## src/rtl/muldiv_pkg.sv

```systemverilog
// Shared definitions for the HI/LO multiply/divide sequencer: op encodings,
// FSM state type and small op-class helpers.
package muldiv_pkg;

  localparam int OP_W = 3;

  localparam logic [OP_W-1:0] OP_MULT  = 3'b000;
  localparam logic [OP_W-1:0] OP_MULTU = 3'b001;
  localparam logic [OP_W-1:0] OP_DIV   = 3'b010;
  localparam logic [OP_W-1:0] OP_DIVU  = 3'b011;
  localparam logic [OP_W-1:0] OP_MTHI  = 3'b100;
  localparam logic [OP_W-1:0] OP_MTLO  = 3'b101;

  typedef enum logic [2:0] {
    ST_IDLE,
    ST_PREP,
    ST_ITER,
    ST_FIX,
    ST_WRITE
  } state_t;

  // MULT/MULTU/DIV/DIVU all have a zero top bit.
  function automatic logic is_muldiv(input logic [OP_W-1:0] op);
    return ~op[2];
  endfunction

  function automatic logic is_div_op(input logic [OP_W-1:0] op);
    return ~op[2] & op[1];
  endfunction

  function automatic logic is_signed_op(input logic [OP_W-1:0] op);
    return ~op[2] & ~op[0];
  endfunction

endpackage

```

## src/rtl/muldiv_iter.sv

```systemverilog
// Datapath for one shift-add multiply or restoring divide step per cycle.
// acc holds the product, or {remainder, quotient} while dividing.
module muldiv_iter
  import muldiv_pkg::*;
#(
  parameter int SIZE = 32
) (
  input  logic                CLK,
  input  logic                RST,
  input  logic                load,
  input  logic                step,
  input  logic                div_mode,
  input  logic [SIZE-1:0]     a_mag,
  input  logic [SIZE-1:0]     b_mag,
  output logic [2*SIZE-1:0]   acc,
  output logic                mplier_last
);

  logic [2*SIZE-1:0] acc_q, acc_d;
  logic [2*SIZE-1:0] mcand_q, mcand_d;
  logic [SIZE-1:0]   mplier_q, mplier_d;
  logic [SIZE:0]     rem_sh;
  logic [SIZE:0]     diff;

  always_comb begin
    acc_d    = acc_q;
    mcand_d  = mcand_q;
    mplier_d = mplier_q;
    // Partial remainder shifted left with the next dividend bit brought in.
    rem_sh   = acc_q[2*SIZE-1:SIZE-1];
    diff     = rem_sh - {1'b0, mcand_q[SIZE-1:0]};
    if (load) begin
      acc_d    = div_mode ? {{SIZE{1'b0}}, a_mag} : '0;
      mcand_d  = div_mode ? {{SIZE{1'b0}}, b_mag} : {{SIZE{1'b0}}, a_mag};
      mplier_d = b_mag;
    end else if (step) begin
      if (div_mode) begin
        if (!diff[SIZE]) begin
          acc_d = {diff[SIZE-1:0], acc_q[SIZE-2:0], 1'b1};
        end else begin
          acc_d = {rem_sh[SIZE-1:0], acc_q[SIZE-2:0], 1'b0};
        end
      end else begin
        if (mplier_q[0]) begin
          acc_d = acc_q + mcand_q;
        end
        mcand_d  = mcand_q << 1;
        mplier_d = mplier_q >> 1;
      end
    end
  end

  always_ff @(posedge CLK or negedge RST) begin
    if (!RST) begin
      acc_q    <= '0;
      mcand_q  <= '0;
      mplier_q <= '0;
    end else begin
      acc_q    <= acc_d;
      mcand_q  <= mcand_d;
      mplier_q <= mplier_d;
    end
  end

  assign acc         = acc_q;
  // True when the multiplier will be zero after the step taken this cycle.
  assign mplier_last = (mplier_q[SIZE-1:1] == '0);

endmodule

```

## src/rtl/muldiv_ctrl.sv

```systemverilog
// HI/LO multiply/divide sequencer for the multicycle MIPS core.
// Define MULDIV_EARLY_TERM_EN to end multiplies once the multiplier runs out of ones.
module muldiv_ctrl
  import muldiv_pkg::*;
#(
  parameter int SIZE = 32
) (
  input  logic            CLK,
  input  logic            RST,
  input  logic            Start,
  input  logic [2:0]      Op,
  input  logic [SIZE-1:0] SrcA,
  input  logic [SIZE-1:0] SrcB,
  input  logic            ReadReq,
  output logic            Busy,
  output logic            Stall,
  output logic            Done,
  output logic            DivZero,
  output logic            HLEN,
  output logic            HEN,
  output logic            LEN,
  output logic [SIZE-1:0] ALUResult_1,
  output logic [SIZE-1:0] ALUResult_2
);

  localparam int CNT_W = $clog2(SIZE) + 1;

  state_t            state_q, state_d;
  logic [2:0]        op_q, op_d;
  logic [SIZE-1:0]   a_q, a_d;
  logic [SIZE-1:0]   b_q, b_d;
  logic              neg_res_q, neg_res_d;
  logic              neg_rem_q, neg_rem_d;
  logic              dz_q, dz_d;
  logic [CNT_W-1:0]  cnt_q, cnt_d;
  logic [SIZE-1:0]   res1_q, res1_d;
  logic [SIZE-1:0]   res2_q, res2_d;

  logic              op_signed;
  logic              op_div;
  logic [SIZE-1:0]   a_mag;
  logic [SIZE-1:0]   b_mag;
  logic [2*SIZE-1:0] acc;
  logic              mplier_last;
  logic              iter_last;
  logic [2*SIZE-1:0] prod;
  logic [SIZE-1:0]   quot;
  logic [SIZE-1:0]   rem;

  assign op_signed = is_signed_op(op_q);
  assign op_div    = is_div_op(op_q);
  assign a_mag     = (op_signed && a_q[SIZE-1]) ? -a_q : a_q;
  assign b_mag     = (op_signed && b_q[SIZE-1]) ? -b_q : b_q;

  muldiv_iter #(.SIZE(SIZE)) u_iter (
    .CLK         (CLK),
    .RST         (RST),
    .load        (state_q == ST_PREP),
    .step        (state_q == ST_ITER),
    .div_mode    (op_div),
    .a_mag       (a_mag),
    .b_mag       (b_mag),
    .acc         (acc),
    .mplier_last (mplier_last)
  );

`ifdef MULDIV_EARLY_TERM_EN
  assign iter_last = (cnt_q == CNT_W'(SIZE - 1)) || (!op_div && mplier_last);
`else
  assign iter_last = (cnt_q == CNT_W'(SIZE - 1));
`endif

  assign prod = neg_res_q ? -acc : acc;
  assign quot = neg_res_q ? -acc[SIZE-1:0] : acc[SIZE-1:0];
  assign rem  = neg_rem_q ? -acc[2*SIZE-1:SIZE] : acc[2*SIZE-1:SIZE];

  always_comb begin
    state_d   = state_q;
    op_d      = op_q;
    a_d       = a_q;
    b_d       = b_q;
    neg_res_d = neg_res_q;
    neg_rem_d = neg_rem_q;
    dz_d      = dz_q;
    cnt_d     = cnt_q;
    res1_d    = res1_q;
    res2_d    = res2_q;
    case (state_q)
      ST_IDLE: begin
        if (Start) begin
          if (is_muldiv(Op)) begin
            op_d    = Op;
            a_d     = SrcA;
            b_d     = SrcB;
            dz_d    = 1'b0;
            state_d = ST_PREP;
          end else if (Op == OP_MTHI || Op == OP_MTLO) begin
            op_d    = Op;
            res1_d  = SrcA;
            dz_d    = 1'b0;
            state_d = ST_WRITE;
          end
        end
      end
      ST_PREP: begin
        neg_res_d = op_signed & (a_q[SIZE-1] ^ b_q[SIZE-1]);
        neg_rem_d = op_signed & a_q[SIZE-1];
        cnt_d     = '0;
        if (op_div && b_q == '0) begin
          dz_d    = 1'b1;
          state_d = ST_WRITE;
        end else begin
          state_d = ST_ITER;
        end
      end
      ST_ITER: begin
        cnt_d = cnt_q + 1'b1;
        if (iter_last) begin
          state_d = ST_FIX;
        end
      end
      ST_FIX: begin
        if (op_div) begin
          res1_d = rem;
          res2_d = quot;
        end else begin
          res1_d = prod[2*SIZE-1:SIZE];
          res2_d = prod[SIZE-1:0];
        end
        state_d = ST_WRITE;
      end
      ST_WRITE: begin
        state_d = ST_IDLE;
      end
      default: begin
        state_d = ST_IDLE;
      end
    endcase
  end

  always_ff @(posedge CLK or negedge RST) begin
    if (!RST) begin
      state_q   <= ST_IDLE;
      op_q      <= '0;
      a_q       <= '0;
      b_q       <= '0;
      neg_res_q <= 1'b0;
      neg_rem_q <= 1'b0;
      dz_q      <= 1'b0;
      cnt_q     <= '0;
      res1_q    <= '0;
      res2_q    <= '0;
    end else begin
      state_q   <= state_d;
      op_q      <= op_d;
      a_q       <= a_d;
      b_q       <= b_d;
      neg_res_q <= neg_res_d;
      neg_rem_q <= neg_rem_d;
      dz_q      <= dz_d;
      cnt_q     <= cnt_d;
      res1_q    <= res1_d;
      res2_q    <= res2_d;
    end
  end

  // Write strobes come straight from the WRITE state so at most one is ever high.
  assign Busy        = (state_q != ST_IDLE);
  assign Stall       = ReadReq & Busy;
  assign Done        = (state_q == ST_WRITE);
  assign DivZero     = Done & dz_q;
  assign HLEN        = Done & is_muldiv(op_q) & ~dz_q;
  assign HEN         = Done & (op_q == OP_MTHI);
  assign LEN         = Done & (op_q == OP_MTLO);
  assign ALUResult_1 = res1_q;
  assign ALUResult_2 = res2_q;

endmodule
```

## config.mk

```make
export PLATFORM = sky130hd
export DESIGN_NAME = muldiv_ctrl
export DESIGN_NICKNAME = d
export VERILOG_FILES = /design/src/rtl/muldiv_pkg.sv /design/src/rtl/muldiv_iter.sv /design/src/rtl/muldiv_ctrl.sv
export SDC_FILE = /design/constraint.sdc
export NUM_CORES = 1
export LEC_CHECK = 0
export CAP_MARGIN = 20
export CORE_ASPECT_RATIO = 0.5
export CORE_UTILIZATION = 35
export CTS_CLUSTER_SIZE = 25
export DETAILED_ROUTE_END_ITERATION = 16
export GPL_TIMING_DRIVEN = 1
export MAX_ROUTING_LAYER = met4
export PLACE_DENSITY = 0.51
export SYNTH_ARGS = -nofsm -noshare
export SYNTH_HDL_FRONTEND = slang
export SYNTH_HIERARCHICAL = 1
export SYNTH_SLANG_ARGS = --single-unit
```

## constraint.sdc

```tcl
create_clock -name CLK -period 5.2 [get_ports CLK]
set_input_delay 1.04 -clock CLK [delete_from_list [all_inputs] [get_ports CLK]]
set_output_delay 1.04 -clock CLK [all_outputs]
set_load 0.01 [all_outputs]
```

-- After elaboration in Yosys (flattened, before gate mapping)
Cells that the tools add are included.
- bits of input ports: 71
- bits in registers: 303
- word-level logic and storage cells: 109
- add/subtract/negate cells: 8
- equal/unequal tests: 17
- bitwise logic cells: 15
- reduce and logical (&&, ||, !) cells: 18
- multiplexer cells: 38
- operators by type and width (kind ; count):
    2-to-1 mux 64 bit ; 9
    2-to-1 mux 32 bit ; 14
    negation 32 bit ; 4
    adder 64 bit ; 1
    negation 64 bit ; 1
    one-hot mux 32 bit (2 select lines) ; 1
    subtractor 33 x 32 -> 33 bit ; 1
    logical NOT 32 bit ; 1
    2-to-1 mux 3 bit ; 7
    equality test 3 bit (second input constant) ; 5
    one-hot mux 3 bit (4 select lines) ; 1
    one-hot mux 6 bit (2 select lines) ; 1
    AND 1 bit ; 10
    != test 2 bit (second input constant) ; 5
    AND reduction 3 bit ; 3
    AND reduction 4 bit ; 2
    adder 6 x 1 -> 6 bit (second input constant) ; 1
    equality test 3 x 2 -> 1 bit (second input constant) ; 2
    equality test 6 x 5 -> 1 bit (second input constant) ; 1
    nonzero test 2 bit ; 3
    nonzero test 3 bit ; 2
    2-to-1 mux 1 bit ; 4
    != test 2 x 1 -> 1 bit (second input constant) ; 2
    NOT 1 bit ; 4
    8 further kinds ; 11

-- Longest topological paths before layout
- word-level depth: 6
- mapped depth: 14
- gate-level depth less buffers: 13

-- Cells and area by module
Netlist, hierarchy kept.
- modules (own cells, without submodules) (module ; sequential area each (sq um) ; area each (sq um) ; times used ; cells each):
    muldiv_iter ; 4003.8 ; 13163.9 ; 1 ; 1593
    muldiv_ctrl ; 3578.4 ; 8759.7 ; 1 ; 941

-- Worst setup path before layout
OpenSTA, ideal clock, no wires.
- path kind: register to register
- start: register u_iter.acc_q[31] (netlist: u_iter/acc[31])
- end: register u_iter.acc_q[41] (netlist: u_iter/acc[41])
- data arrival time: 2998 ps
- data required time: 5079 ps
- setup slack: 2080 ps
- period minus slack after synthesis: 3120 ps
- stages on the path, launching flop included: 15
- cell sequence: dfrtp_1 -> inv_1 -> ha_1 -> fa_1 -> nor2b_1 -> o31ai_1 -> a211oi_2 -> o31ai_4 -> o31ai_4 -> xor2_2 -> buf_6 -> mux2i_1 -> nand2_1 -> o211ai_1 -> nand2_1
- word-level cells in the longest chain between the ends: 5
- RTL lines (item ; RTL line ; text):
    start, declared ; muldiv_iter.sv:19 ; logic [2*SIZE-1:0] acc_q, acc_d;
    start signal, assigned ; muldiv_iter.sv:55 ; acc_q <= '0;
    start signal, assigned ; muldiv_iter.sv:59 ; acc_q <= acc_d;
    adder 64 bit or subtractor 33 x 32 -> 33 bit (tied branches) ; muldiv_iter.sv:45, muldiv_iter.sv:31 ;
    2-to-1 mux 64 bit (on tied branches) ; muldiv_iter.sv:44, muldiv_iter.sv:38 ;
    2-to-1 mux 64 bit (*) ; muldiv_iter.sv:37 ; if (div_mode) begin
    2-to-1 mux 64 bit (*) ; muldiv_iter.sv:36 ; end else if (step) begin
    2-to-1 mux 64 bit (*) ; muldiv_iter.sv:32 ; if (load) begin
Every way passes the cells marked *; elsewhere a longest branch is shown, timed or not. The select of a mux whose other input is x is not followed.
A chain may end at the register's enable or synchronous reset.

-- Worst setup path in the final report
- start: register u_iter.mcand_q[0]
- end: register u_iter.acc_q[56] (netlist: u_iter/acc[56])
- word-level cells in the longest chain between the ends: 5
- RTL lines (item ; RTL line ; text):
    start, declared ; muldiv_iter.sv:20 ; logic [2*SIZE-1:0] mcand_q, mcand_d;
    start signal, assigned ; muldiv_iter.sv:60 ; mcand_q <= mcand_d;
    adder 64 bit or subtractor 33 x 32 -> 33 bit (tied branches) ; muldiv_iter.sv:45, muldiv_iter.sv:31 ;
    2-to-1 mux 64 bit (on tied branches) ; muldiv_iter.sv:44, muldiv_iter.sv:38 ;
    2-to-1 mux 64 bit (*) ; muldiv_iter.sv:37 ;
    2-to-1 mux 64 bit (*) ; muldiv_iter.sv:36 ;
    2-to-1 mux 64 bit (*) ; muldiv_iter.sv:32 ;
Marks and branches as above.

==> metrics.txt <==
status=finished, violations left; failing checks=design-rule violations; Final period util=74.8%; Final Util=41.1%; RSZ-0062 raised after global routing=false; Die Y=179 um; fill cell count=6158; post-synthesis area per instance=between 8 and 9 um^2; CTS tree=built; Top Ports=142; Post-Syn Instances=2523; Avg Vias per Cell=5.78; total CTS buffers=35; Worst Skew=31.0 ps; initial antenna violation count=4; reg-to-reg setup timing slack=1310 ps; number of H-tree levels=2; max-cap viol count=0; largest net degree at the start of global routing=100; synthesis-to-finish area growth=15.5%; number of cell rows=64; slowest CP cell=nor4_1; area of the multi-input gates=around 0.014 mm^2; clk root buf=clkbuf_16; vias=20000; syn_nets=roughly 2700; minimum clock period=3890 ps; Clk pin slew, worst setup/hold paths=80 ps; number of warnings issued by yosys=6; Placer Congestion=0.979; Nets=2781; total negative slack=0 ps; Syn Std Cell Area=0.0219 mm^2; max incr delay on CP=700 ps; Initial Utilization=35.6%; most frequent cells in the layout=dfrtp_1 (303), nand2_1 (267), o21ai_0 (226); first-pass GRT wire length=124 mm; Worst Hold Class=in2async; PwrDens=677 mW/mm^2; commonest non-fill, non-tap cell in the layout=dfrtp_1; GRT Residual Overflow=0; Buffers & Inverters on Critical Path=1; critical path data arrival time=4350 ps; post-CTS setup buffer count=0; cell-by-cell trace of the critical path=ha_1 -> fa_1 -> a21o_1 -> a221oi_2 -> o211ai_2 -> a22oi_1 -> buf_4 -> nor4_1 -> o21ai_1 -> nand2_1 -> a31oi_1 -> xor2_1 -> a2111oi_1; CTS max path bufs=3; kind of cell adding the most delay to the critical path=compound AO/OA/AOI/OAI gates; CTS sink count=303; post-cts resize count=0; final max-slew violation count=0; Worst-Margin Slew=1070 ps; 1st-pass router iterations=13; number of global-route vias before repair=19000; cts-stage hold buffer count=0; Post-route DRC=2; CORE AREA=slightly above 0.06 mm^2; Pleak=approximately 11 nW; DRT Wirelength=roughly 82 mm; CP max FO=5; final hold viol count=0; Worst EP required=5660 ps; register area=~0.0076 mm^2; Post-DRT Antenna Nets=0; total track usage=26.4%; Setup crit end kind=flip-flop; dpl hpwl=~63 mm; Initial DRC Count=1750; Die ar.=approximately 0.064 mm^2; DIE WIDTH=355 um; Setup-failing EPs final=0; I/O Buffers=141; Routed wire per std cell=approximately 24 um; share of layout cells above drive strength 1=8.21%; Clock Latency Late Sink=580 ps; critical setup path kind=reg2reg; Fmax=roughly 260 MHz; crit start category=flip-flop; peak supply drop=0.291 mV; Slew Limit Headroom=28.1%
registers in the layout, summed over array words and instances, names as in the netlist, 3 cells and up:
name and count:
u_iter/mcand_q 64, b_q 32, u_iter/mplier_q 32, u_iter/acc 64
ALUResult_1 32, a_q 32, state_q 3, op_q 3
cnt_q 6, ALUResult_2 32
path summary, 6_finish.rpt:
kind / endpoint / startpoint / cells past startpoint
min in group CLK: ALUResult_2[31] / ALUResult_2[31] / 2
worst max-delay path: u_iter/acc[56] / u_iter/mcand_q[0] / 13
worst min register to register: ALUResult_2[31] / ALUResult_2[31] / 2
worst max register to register: u_iter/acc[56] / u_iter/mcand_q[0] / 13
worst min-delay path: b_q[16] / RST / 1
max in group asynchronous: u_iter/mcand_q[41] / RST / 2
report_power, final:
group / internal (W) / leakage (nW) / switching, W / total, W
Sequential: 0.00333 / 3.81 / 0.00129 / 0.00462
Combinational: 0.00385 / 6.26 / 0.00613 / 0.00998
Clock: 0.00136 / 0.547 / 0.00114 / 0.00250
routing by layer:
layer	up-vias	global-route usage [%]	part of all wire, %
li1	9421	-	-
met1	9930	37.4	48
met2	536	38.7	43
met3	93	5.73	7.0
met4	0	4.85	1.6
met5	-	-	0
metrics by stage:
| step | total power (W) | hold slack [ps] | worst slack (ps) | instances | instance area, um^2 |
|---|---|---|---|---|---|
| 2_1_floorplan | 0.0109 | 451 | 2080 | 2523 | 21900 |
| 5_1_grt | 0.0183 | 500 | 1120 | 3457 | 25200 |
| 3_5_place_dp | 0.0144 | 474 | 1470 | 3396 | 24100 |
| 4_1_cts | 0.0170 | 473 | 1430 | 3457 | 25200 |
| 6_report | 0.0171 | 465 | 1310 | 3459 | 25300 |
| 3_3_place_gp | 0.0144 | 465 | 1520 | 3396 | 24100 |
layout make-up:
class / instances / share of cell area (%)
diodes: 2 / 0.0198
multi-input cells: 2016 / 53.5
clock buffers: 49 / 3.95
well taps: 825 / 4.09
clock inverters: 12 / 0.426
repair buffers: 180 / 6.87
inverters: 72 / 1.09
flip-flops and latches: 303 / 30.0
Power figures use the tool's default switching activity.
==> RTL edit 1: new RTL, same flow settings <==
The option `MULDIV_EARLY_TERM_EN` is turned on by a define.
--- a/src/rtl/muldiv_ctrl.sv
+++ b/src/rtl/muldiv_ctrl.sv
@@ -1,5 +1,7 @@
 // HI/LO multiply/divide sequencer for the multicycle MIPS core.
 // Define MULDIV_EARLY_TERM_EN to end multiplies once the multiplier runs out of ones.
+`define MULDIV_EARLY_TERM_EN
+
 module muldiv_ctrl
   import muldiv_pkg::*;
 #(
Behaviour: same outputs for any inputs over 4 cycles, from zero or initial values and one cycle with RST low; that may be too few to reach the edited logic, so the function may still have changed.
==> RTL edit 1 against the original RTL <==
- power down 1.2%
- wire length is 3.0% higher
- worst setup slack worse by 0.10 ns
- sequential cell count did not move
- critical path depth is 1 lower
- hold slack better by 0.018 ns
- synthesized area grew 1.4%
- cell area increased by 1.1%
- maximum frequency decreased by 2.5%
==> RTL edit 1: results (changes against the original RTL) <==
| Metric | Value |
|---|---|
| Status | `complete, no violations` |
| Number of standard cells after synthesis | `2555 (+1.3%)` |
| GR Layer Usage met2 | `0.374 (-0.0135)` |
| Count of instances resized after the clock tree is built | `0 (unchanged)` |
| Avg Vias per Cell | `5.83 (+0.93%)` |
| Highest-delay cell along the critical path | `sky130_fd_sc_hd__a22oi_1` |
| Leakage power | `10.8 nW (+1.5%)` |
| Number of optimization iterations in the first detailed-route pass | `5 (-8)` |
| Global-route track usage on met1 | `0.394 (+0.0201)` |
| Maximum single-stage delay on the critical path | `0.53 ns (-0.17 ns)` |
| Net count reported at finish | `2811 (+1.1%)` |
| Pin count of the biggest net entering global routing | `86 (-14%)` |
| Internal Dissipation | `8.43 mW (-1.3%)` |
| Vias in the first global route | `19100 (+0.50%)` |
| First-pass GRT wire length | `126000 microns (+1.5%)` |
| Path type of the worst min-delay path | `reg -> reg` |
| Worst-case clock skew | `0.0143 ns (-0.0168 ns)` |
| Weighted congestion at the end of routability-driven global placement | `0.955 (-2.4%)` |
| Final routed wire length divided by cell count | `24.3 microns (+2.1%)` |
| All-layer global routing usage | `0.266 (+0.00192)` |
| Post-placement setup slack | `1.30 ns (-0.166 ns)` |
| Antenna violations before repair | `7 (+3)` |
| Cell chosen for the clock root | `sky130_fd_sc_hd__clkbuf_16` |
| Final Instance Count excl. Fillers | `3488 (+0.84%)` |
| Post-placement cell count | `3427 (+0.91%)` |
| Worst endpoint data arrival time | `4.42 ns (+0.07 ns)` |
| Worst-case headroom to the max-slew limit | `0.231 (-0.0498)` |
| Placed instance area | `0.0245 sq mm (+1.3%)` |
| GR Layer Usage met3 | `0.0486 (-0.00867)` |
| Layout cells sized above 1 | `0.0869 (+0.00481)` |
| Clock insertion delay at the later pin of the skew report | `0.55 ns (-0.03 ns)` |
| Half-perimeter wire length after placement | `65200 microns (+2.9%)` |
| Num CTS Buffers | `34 (-2.9%)` |
| IR drop worst, VDD | `0.286 mV (-1.8%)` |
| Number of DRC markers after the initial detailed-route iteration | `2123 (+21%)` |
==> RTL edit 1: cell count changes in the layout (fill, tap and decap cells not counted), moves of 5 or more <==
| cell | change |
|---|---|
| sky130_fd_sc_hd__o21ai_0 | -17 |
| sky130_fd_sc_hd__nor4_1 | +9 |
| sky130_fd_sc_hd__mux2_2 | +6 |
| sky130_fd_sc_hd__nor2_1 | -6 |
| sky130_fd_sc_hd__xnor2_1 | -6 |
| sky130_fd_sc_hd__nand3_1 | +5 |
| sky130_fd_sc_hd__nand3b_1 | +5 |
| sky130_fd_sc_hd__nand4b_1 | +5 |
| sky130_fd_sc_hd__nor3_1 | +5 |
==> RTL edit 1: layout make-up <==
| class | count | area [sq um] |
|---|---|---|
| antenna | 4 | 10.0 |
| clock buffer | 43 | 936 |
| clock inverter | 14 | 134 |
| fill | 6253 | 36300 |
| inverter | 74 | 283 |
| multi-input combinational | 2041 | 13800 |
| sequential | 303 | 7580 |
| tap | 825 | 1030 |
| timing repair buffer | 184 | 1780 |
==> RTL edit 1: logic make-up after synthesis <==
family	after synthesis	share of synthesized area
buffers and inverters	211	0.0369
XOR/XNOR	191	0.0762
flip-flops	303	0.342
AND/OR/NAND/NOR	771	0.170
AO/OA/AOI/OAI	821	0.242
adder cells (fa/ha/maj)	102	0.0583
multiplexers	156	0.0744
==> RTL edit 1: path summary, 6_finish.rpt <==
| path | from | endpoint | slack (ns) | cells after the start |
|---|---|---|---|---|
| min in group asynchronous | RST | ALUResult_1[15]$_DFFE_PN0P_ | 0.51 | 1 |
| hold reg to reg | ALUResult_2[3]$_DFFE_PN0P_ | ALUResult_2[3]$_DFFE_PN0P_ | 0.48 | 2 |
| setup / recovery | u_iter/mcand_q[0]$_DFFE_PN0P_ | u_iter/acc[56]$_DFFE_PN0P_ | 1.21 | 12 |
| max in group asynchronous | RST | u_iter/mcand_q[23]$_DFFE_PN0P_ | 3.67 | 2 |
| hold / removal | ALUResult_2[3]$_DFFE_PN0P_ | ALUResult_2[3]$_DFFE_PN0P_ | 0.48 | 2 |
| setup reg to reg | u_iter/mcand_q[0]$_DFFE_PN0P_ | u_iter/acc[56]$_DFFE_PN0P_ | 1.21 | 12 |
==> RTL edit 1: power by group through the flow <==
stage               combinational [mW]  clock (mW)  sequential [mW]
finish                            9.76        2.48             4.64
global route                      10.6        2.65             4.76
CTS                               9.65        2.55             4.63
detailed placement                9.61           0             4.66
global placement                  9.61           0             4.66
floorplan                         6.39           0             4.25
==> RTL edit 1: layer usage <==
layer / share of wire / routed length (microns) / vias to the layer above
li1: - / - / 9562
met1: 0.49 / 41600 / 10100
met2: 0.42 / 35900 / 632
met3: 0.066 / 5610 / 84
met4: 0.018 / 1500 / 0
met5: 0 / 0 / -
==> RTL edit 2: new RTL, same settings <==
Without the edit above. Make the reset (`RST`) synchronous in 2 clocked blocks.
--- a/src/rtl/muldiv_iter.sv
+++ b/src/rtl/muldiv_iter.sv
@@ -50,7 +50,7 @@
     end
   end
 
-  always_ff @(posedge CLK or negedge RST) begin
+  always_ff @(posedge CLK) begin
     if (!RST) begin
       acc_q    <= '0;
       mcand_q  <= '0;
--- a/src/rtl/muldiv_ctrl.sv
+++ b/src/rtl/muldiv_ctrl.sv
@@ -138,7 +138,7 @@
     endcase
   end
 
-  always_ff @(posedge CLK or negedge RST) begin
+  always_ff @(posedge CLK) begin
     if (!RST) begin
       state_q   <= ST_IDLE;
       op_q      <= '0;
Formal check against the unedited RTL: differs if RST is asserted again (counterexample within 4 cycles, from zero or initial values and one cycle with RST low); with RST held inactive, the same outputs for 4 cycles.
==> RTL edit 2 against the original RTL <==
- wire length increased by 4.8%
- cell area decreased by 1.9%
- via count increased by 8.0%
- worst setup slack got worse by 0.32 ns
- synthesized area decreased by 1.1%
- hold slack improved by 0.0020 ns
- first-iteration DRC count increased by 20%
- sequential cell count unchanged
Power is not compared: it rests on default switching activity, and its combinational part moved more than twofold at a synthesized area within 25%.
==> RTL edit 2: results (changes against the original RTL) <==
| Metric | Value |
|---|---|
| All-layer global routing usage | `0.274 (+0.0100)` |
| First-pass GRT wire length | `128000 microns (+3.1%)` |
| Status | `complete, no violations` |
| Total length of routed met2 wires | `35900 microns (+0.83%)` |
| Ant. Diodes | `0 (-2)` |
| Post-CTS setup buffer count | `0 (unchanged)` |
| Weighted congestion at the end of routability-driven global placement | `0.954 (-2.5%)` |
| IR drop worst, VDD | `0.237 mV` |
| Wire length reported by the detailed router | `86100 microns (+4.8%)` |
| Number of optimization iterations in the first detailed-route pass | `6 (-7)` |
| Largest fanout of any net on the critical path | `14 (+9)` |
| Vias in the first global route | `19900 (+4.7%)` |
| Layout cells sized above 1 | `0.0569 (-0.0252)` |
| Count of instances resized after the clock tree is built | `0 (unchanged)` |
| Pin count of the biggest net entering global routing | `77 (-23%)` |
| Half-perimeter wire length after placement | `66200 microns (+4.5%)` |
| IO buf count | `141 (unchanged)` |
| H-tree levels | `1 (-1)` |
| Num CTS Buffers | `31 (-11%)` |
| Met1 layer wirelength in the final routing | `41900 microns (+6.3%)` |
| Worst-case headroom to the max-slew limit | `0.230 (-0.0509)` |
| Worst-case clock skew | `0.0139 ns (-0.0171 ns)` |
| Detail Route met3 WL | `6360 microns (+10%)` |
| Filler cells | `6197 (+0.63%)` |
| Worst endpoint data arrival time | `4.72 ns (+0.37 ns)` |
| Longest Clk Path Bufs | `3 (unchanged)` |
| Post-placement setup slack | `1.09 ns (-0.375 ns)` |
| Number of DRC markers after the initial detailed-route iteration | `2104 (+20%)` |
| Antenna violations before repair | `1 (-3)` |
| Avg Vias per Cell | `5.84 (+1.1%)` |
| Clock insertion delay at the later pin of the skew report | `0.63 ns (+0.05 ns)` |
| Path type of the worst min-delay path | `reg -> reg` |
| Net count reported at finish | `3035 (+9.1%)` |
RTL edit 2: worst max-delay path, cell delays in order (launching register included):
cell and delay [ns]:
sky130_fd_sc_hd__dfxtp_1 0.46, sky130_fd_sc_hd__inv_1 0.08, sky130_fd_sc_hd__ha_1 0.23, sky130_fd_sc_hd__fa_1 0.44
sky130_fd_sc_hd__nor2b_4 0.17, sky130_fd_sc_hd__o31ai_2 0.10, sky130_fd_sc_hd__a32oi_2 0.29, sky130_fd_sc_hd__a31o_4 0.26
sky130_fd_sc_hd__a211oi_4 0.10, sky130_fd_sc_hd__o21a_1 0.24, sky130_fd_sc_hd__nor3_4 0.70, sky130_fd_sc_hd__buf_4 0.38
sky130_fd_sc_hd__mux2_2 0.36, sky130_fd_sc_hd__a222oi_1 0.21, sky130_fd_sc_hd__nor2b_1 0.08
RTL edit 2: worst paths after layout:
kind / depth (start not counted) / slack, ns / startpoint / end
worst max register to register: 14 / 0.99 / u_iter/acc[31]$_SDFFE_PN0P_ / u_iter/acc[46]$_SDFFE_PN0P_
worst min register to register: 2 / 0.47 / ALUResult_2[0]$_SDFFE_PN0P_ / ALUResult_2[0]$_SDFFE_PN0P_
worst min-delay path: 2 / 0.47 / ALUResult_2[0]$_SDFFE_PN0P_ / ALUResult_2[0]$_SDFFE_PN0P_
worst max-delay path: 14 / 0.99 / u_iter/acc[31]$_SDFFE_PN0P_ / u_iter/acc[46]$_SDFFE_PN0P_
RTL edit 2: per-layer routing:
layer	vias to the layer above	global-route usage
met1	10400	0.390
li1	10300	-
met2	741	0.402
met4	0	0.0624
met3	112	0.0462
met5	-	-
RTL edit 2: power groups by stage:
| stage | Clock [mW] | Combinational, mW | Sequential (mW) |
|---|---|---|---|
| 5_1_grt | 2.62 | 2.30 | 2.68 |
| 6_report | 2.48 | 2.13 | 2.66 |
| 3_5_place_dp | 0 | 2.08 | 2.71 |
| 2_1_floorplan | 0 | 1.41 | 2.64 |
| 3_3_place_gp | 0 | 2.10 | 2.71 |
| 4_1_cts | 2.53 | 2.10 | 2.66 |
RTL edit 2: stage by stage:
step | cells | cell area [sq um] | hold slack (ns)
after CTS | 3696 | 24800 | 0.466
after detailed placement | 3641 | 23700 | 0.454
after global placement | 3641 | 23700 | 0.462
final | 3696 | 24800 | 0.467
after global routing | 3696 | 24800 | 0.509
after floorplan | 2829 | 21600 | 0.452
RTL edit 2: cell type report:
| class | instances | area [sq um] | area share |
|---|---|---|---|
| Clock buffer | 44 | 905 | 0.0365 |
| Timing Repair Buffer | 186 | 1750 | 0.0705 |
| Inverter | 71 | 272 | 0.0110 |
| Multi-Input combinational cell | 2269 | 14600 | 0.589 |
| Tap cell | 812 | 1020 | 0.0410 |
| Sequential cell | 303 | 6070 | 0.245 |
| Clock inverter | 11 | 178 | 0.00717 |
